$ cat src/rtl/ucsbece154b_dmem_resp.sv
`default_nettype none
// ============================================================================
// Module   : ucsbece154b_dmem_resp
// Purpose  : Multi-cycle word-addressed data memory that answers load/store
//            requests over a req/ready handshake after a fixed access latency.
//            Storage lives in the word array DATA, mapped at byte address BASE.
// Ports    :
//   clk      in   1   rising-edge clock
//   reset    in   1   asynchronous, active-low reset
//   req_i    in   1   request valid (held with its fields until ready_o)
//   we_i     in   1   1 = store word, 0 = load word
//   addr_i   in  32   byte address
//   wdata_i  in  32   store data
//   rdata_o  out 32   load data, valid with ready_o and held afterwards
//   ready_o  out  1   one-cycle response strobe
//   err_o    out  1   response is an error, valid with ready_o and held
//   busy_o   out  1   high whenever the FSM is not IDLE
// Revision : 1.0  initial release
// ============================================================================
module ucsbece154b_dmem_resp #(
  parameter int unsigned WORDS   = 64,            // power of two
  parameter logic [31:0] BASE    = 32'h10000000,  // byte address of DATA[0]
  parameter int unsigned LATENCY = 2              // legal range 1..15
) (
  input  logic        clk,
  input  logic        reset,
  input  logic        req_i,
  input  logic        we_i,
  input  logic [31:0] addr_i,
  input  logic [31:0] wdata_i,
  output logic [31:0] rdata_o,
  output logic        ready_o,
  output logic        err_o,
  output logic        busy_o
);

  localparam int unsigned IDX_W    = $clog2(WORDS);
  localparam logic [31:0] SPAN     = 32'(4 * WORDS);
  localparam logic [3:0]  CNT_INIT = 4'(LATENCY - 1);

  typedef enum logic [1:0] {
    IDLE = 2'd0,
    WAIT = 2'd1,
    RESP = 2'd2
  } state_t;

  state_t             state_q;
  state_t             state_d;
  logic [3:0]         cnt_q;
  logic               we_q;
  logic [31:0]        addr_q;
  logic [31:0]        wdata_q;
  logic [31:0]        DATA [WORDS];

  logic               accept;
  logic               access;
  logic [31:0]        offset;
  logic               addr_err;
  logic [IDX_W-1:0]   idx;

  // Address decode works only on the captured request, so the requester may
  // change its fields freely once the request has been accepted.
  // Range is checked on the offset rather than BASE+SPAN so the upper bound
  // cannot wrap around the 32-bit address space.
  assign offset   = addr_q - BASE;
  assign addr_err = (addr_q < BASE) || (offset >= SPAN) || (addr_q[1:0] != 2'b00);
  assign idx      = offset[IDX_W+1:2];

  assign ready_o  = (state_q == RESP);
  assign busy_o   = (state_q != IDLE);

  // Next-state logic. RESP always falls back to IDLE, so a request held high
  // across a response is only accepted again from IDLE.
  always_comb begin
    state_d = state_q;
    accept  = 1'b0;
    access  = 1'b0;
    case (state_q)
      IDLE: begin
        if (req_i) begin
          accept  = 1'b1;
          state_d = WAIT;
        end
      end
      WAIT: begin
        if (cnt_q == 4'd0) begin
          access  = 1'b1;
          state_d = RESP;
        end
      end
      RESP:    state_d = IDLE;
      default: state_d = IDLE;
    endcase
  end

  // State, latency counter, request capture and response registers.
  always_ff @(posedge clk or negedge reset) begin
    if (!reset) begin
      state_q <= IDLE;
      cnt_q   <= 4'd0;
      we_q    <= 1'b0;
      addr_q  <= 32'd0;
      wdata_q <= 32'd0;
      rdata_o <= 32'd0;
      err_o   <= 1'b0;
    end else begin
      state_q <= state_d;
      if (accept) begin
        we_q    <= we_i;
        addr_q  <= addr_i;
        wdata_q <= wdata_i;
        cnt_q   <= CNT_INIT;
      end else if ((state_q == WAIT) && (cnt_q != 4'd0)) begin
        cnt_q <= cnt_q - 4'd1;
      end
      if (access) begin
        if (addr_err) begin
          err_o   <= 1'b1;
          rdata_o <= 32'd0;
        end else begin
          err_o <= 1'b0;
          // A store leaves rdata_o untouched.
          if (!we_q) begin
            rdata_o <= DATA[idx];
          end
        end
      end
    end
  end

  // Storage is deliberately not reset. A reset during WAIT forces state_q to
  // IDLE, which kills 'access' and therefore discards the pending store.
  always_ff @(posedge clk) begin
    if (access && we_q && !addr_err) begin
      DATA[idx] <= wdata_q;
    end
  end

`ifdef SIM
  initial begin
    for (int i = 0; i < int'(WORDS); i++) begin
      DATA[i] = 32'd0;
    end
  end
`endif

endmodule
`default_nettype wire
$ cat config.mk
export PLATFORM = sky130hd
export DESIGN_NAME = ucsbece154b_dmem_resp
export DESIGN_NICKNAME = d
export VERILOG_FILES = /design/src/rtl/ucsbece154b_dmem_resp.sv
export SDC_FILE = /design/constraint.sdc
export NUM_CORES = 2
export LEC_CHECK = 0
export BUFFER_PORTS_ARGS = -buffer_cell sky130_fd_sc_hd__buf_2
export CAP_MARGIN = 30
export CORE_UTILIZATION = 56
export CTS_BUF_LIST = sky130_fd_sc_hd__clkbuf_4 sky130_fd_sc_hd__clkbuf_8 sky130_fd_sc_hd__clkbuf_16
export DETAILED_ROUTE_END_ITERATION = 7
export PLACE_DENSITY_LB_ADDON = 0.08
export SLEW_MARGIN = 20
export SYNTH_ARGS = -nofsm -noshare
export SYNTH_HDL_FRONTEND = slang
export SYNTH_SLANG_ARGS = --single-unit
$ cat constraint.sdc
create_clock -name clk -period 4.6 [get_ports clk]
set_input_delay 0.23 -clock clk [delete_from_list [all_inputs] [get_ports clk]]
set_output_delay 0.23 -clock clk [all_outputs]
set_load 0.03 [all_outputs]
==> impl_results.md <==
- Slew HR: between 20 and 25%
- Initial Util: a little under three fifths
- Distinct cells, synth: 86
- Vias/cell: 7.01
- CTS Root Cell: clkbuf_16
- NumNets Final: just under 5,000
- Design Power: between 0.06 and 0.07 W
- Vias in the first global route: between 40,000 and 50,000
- RSZ-0062 raised after global routing: no
- First-pass GRT wire length: 366,000 um
- Number of synthesized register bits: 2,152
- Core ar.: ~150,000 um^2
- Yosys warnings: 0
- Num CTS Buffers: 209
- Synth Area per Inst: ~19 um^2
- PnR worst setup slack: 0.550 ns
- Final setup viols: 0
- # clock sinks: 2,152
- CP arrival: a little under 5 ns
- Antenna violations before repair: 23
- Slew Limit Fails: 0
- Status: finished clean
- Cell Pwr Density: 660 nW/um^2
- H-Tree Level Count: 4
- Worst stage delay on the critical path: approximately 1 ns
- Clk Latency, worst-skew pair: 0.86 ns
- I/O Buffers: slightly above 100
- Total Wirelength: around 260,000 um
- Ys async rst share: between 4 and 5%
- Post-DR wirelength/cell: 38.5 um
- Slowest CP cell: nor3_1
- Post-DP HPWL: 160,000 um
- Commonest non-fill, non-tap cell in the layout: edfxtp_1
- Placed cells: 6,385
- DR iter-0 viols: between 7,000 and 8,000
- Die area: ~150,000 um^2
- Max Cap Viol: 0
- Synth Net Count: approximately 4,500
- Worst slack, placed: approximately 0.77 ns
- Die W: 387 um
- Clock transition at the registers of the reported paths: approximately 0.060 ns
- Die Ht: ~390 um
- Overflow left after global routing: 0
- Most frequent cells in the layout: edfxtp_1 (2,048), o22ai_1 (280), mux2_2 (233)
- Placement row count: 140
- Seq/Total Area, Yosys: just under 80%
- Fmax: 247 MHz
- Via count: ~48,000
- Area growth, synth to finish: 14.8%
- Clk_skew: ~0.028 ns
- Gate Count Post-Synth: 4,397
- Hold Buf Count CTS: just under 90
- Critical Path, Cell by Cell: buf_4 > mux4_2 > o22ai_1 > nor3_1 > nand4_1 > o21ai_0
- FILL cells: 10,000
- DRC: 0
- Gr usage total: roughly 35%
- Area of the multi-input gates: about 18,000 um^2
- Postcts setup bufs: 0
- Fin cells: between 6,000 and 7,000
- Setup crit end kind: flip-flop
- Setup CP Type: reg2reg
- Setup TNS Final: 0 ns
- ANT nets after route: 0
- TritonCTS clock tree: built
- Post-Syn Area: approximately 83,000 um^2
- Pin count of the biggest net entering global routing: 80
- Maximum VDD drop: roughly 0.00093 V
- Final min period: approximately 4.0 ns
- Worst hold slack: roughly 0.14 ns
- FF+latch area: ~64,000 um^2
- Period utilization: just under 90%
- Count of final hold-check violations: 0
- Gpl congestion: about 0.9
- Longest Clk Path Bufs: 3
- Static leakage: 30.8 nW
- Worst Path Buf+Inv: 1
- Synth Flop Type: edfxtp_1
- IO Pins: around 100
- Required time of the critical path: ~5.4 ns
- Worst slew pin tran: around 1.1 ns
- First-pass DRT Iterations: 6
- Family with the most delay on the worst path: simple AND/OR/NAND/NOR gates
- EDFF count, synth: between 2,000 and 2,500
- CP max FO: 44
- CP Launch Type: flip-flop
- Share of cells above drive strength 1: between 20% and 30%
- Hold Path Class: in2reg
- CTS resizes: 0
-- logic make-up after synthesis --
| logic type | Yosys count | share of synthesized area [%] |
|---|---|---|
| and+or+nand+nor | 468 | 2.56 |
| muxes | 573 | 10.3 |
| adders and majority gates | 1 | 0.0151 |
| DFF | 2152 | 77.2 |
| buffers and inverters | 301 | 2.38 |
| AOI/OAI and AO/OA | 900 | 7.56 |
| xor gates and xnor gates | 2 | 0.0211 |
-- cell usage after synthesis, types with 17 or more instances --
| master | number | area [um^2] |
|---|---|---|
| mux4_2 | 168 | 3780 |
| buf_4 | 60 | 450 |
| mux2i_1 | 145 | 1450 |
| buf_2 | 105 | 526 |
| nand3_1 | 18 | 90.1 |
| a211oi_1 | 42 | 315 |
| edfxtp_1 | 2048 | 61500 |
| o21ai_0 | 114 | 571 |
| o31ai_1 | 18 | 135 |
| nand2_1 | 141 | 529 |
| a221oi_1 | 30 | 263 |
| a21oi_1 | 103 | 515 |
| mux4_1 | 27 | 709 |
| o221ai_1 | 116 | 1020 |
| o22ai_1 | 280 | 1750 |
| nor2b_1 | 21 | 131 |
| mux2_2 | 233 | 2620 |
| dfrtp_1 | 104 | 2600 |
| nor3_1 | 17 | 85.1 |
| a2bb2oi_1 | 30 | 263 |
| o22a_1 | 27 | 236 |
| o211ai_1 | 18 | 135 |
| buf_6 | 31 | 349 |
| nor2_1 | 190 | 713 |
| a22oi_1 | 30 | 225 |
| clkbuf_1 | 63 | 236 |
-- through the flow --
stage               area [um^2]  util (%)
finish                    95400      65.1
global route              95300      65.1
CTS                       95300      65.1
detailed placement        87500      59.7
global placement          87400      59.7
floorplan                 83100         -
-- layer usage --
metal	up-vias	share of wire [%]	global-route usage (%)
li1	18900	-	-
met5	-	0.030	0
met2	3550	45	52.6
met3	574	13	9.30
met4	14	4.3	13.2
met1	25100	37	50.5
-- path summary, 6_finish.rpt --
check | from | to | slack, ns | cells after the start
worst max-delay path | addr_q[4]$_DFFE_PN0P_ | rdata_o[7]$_DFFE_PN0P_ | 0.55 | 6
worst min-delay path | wdata_i[17] | wdata_q[17]$_DFFE_PN0P_ | 0.14 | 3
worst max register to register | addr_q[4]$_DFFE_PN0P_ | rdata_o[7]$_DFFE_PN0P_ | 0.55 | 6
worst min register to register | addr_q[12]$_DFFE_PN0P_ | addr_q[12]$_DFFE_PN0P_ | 0.51 | 1
max in group asynchronous | reset | wdata_q[0]$_DFFE_PN0P_ | 3.49 | 4
min in group asynchronous | reset | addr_q[19]$_DFFE_PN0P_ | 0.52 | 4
-- worst min-delay path: cells and delay by family --
family                 cells  cell delay, ns
multiplexers               1            0.13
buffers and inverters      2            0.61
-- flip-flops by register name, indices dropped and copies added (netlist names) --
signal and flops:
err_o 1, cnt_q 4, wdata_q 32, DATA 2048, we_q 1, addr_q 32, state_q 2, rdata_o 32
-- cell type report --
cell class,count,share of cell area [%]
Timing Repair Buffer,449,4.37
Sequential cell,2152,67.3
Clock buffer,294,6.35
Clock inverter,100,0.983
Tap cell,1917,2.52
Multi-Input combinational cell,1944,18.4
Inverter,11,0.0486
Antenna cell,3,0.00787
-- power breakdown --
| group | switching [W] | leakage, nW | internal [W] | total, W |
|---|---|---|---|---|
| clock | 0.00738 | 3.54 | 0.0100 | 0.0174 |
| sequential | 0.00177 | 19.7 | 0.0247 | 0.0264 |
| combinational | 0.0132 | 7.57 | 0.00590 | 0.0191 |
(Power assumes the default switching activity.)
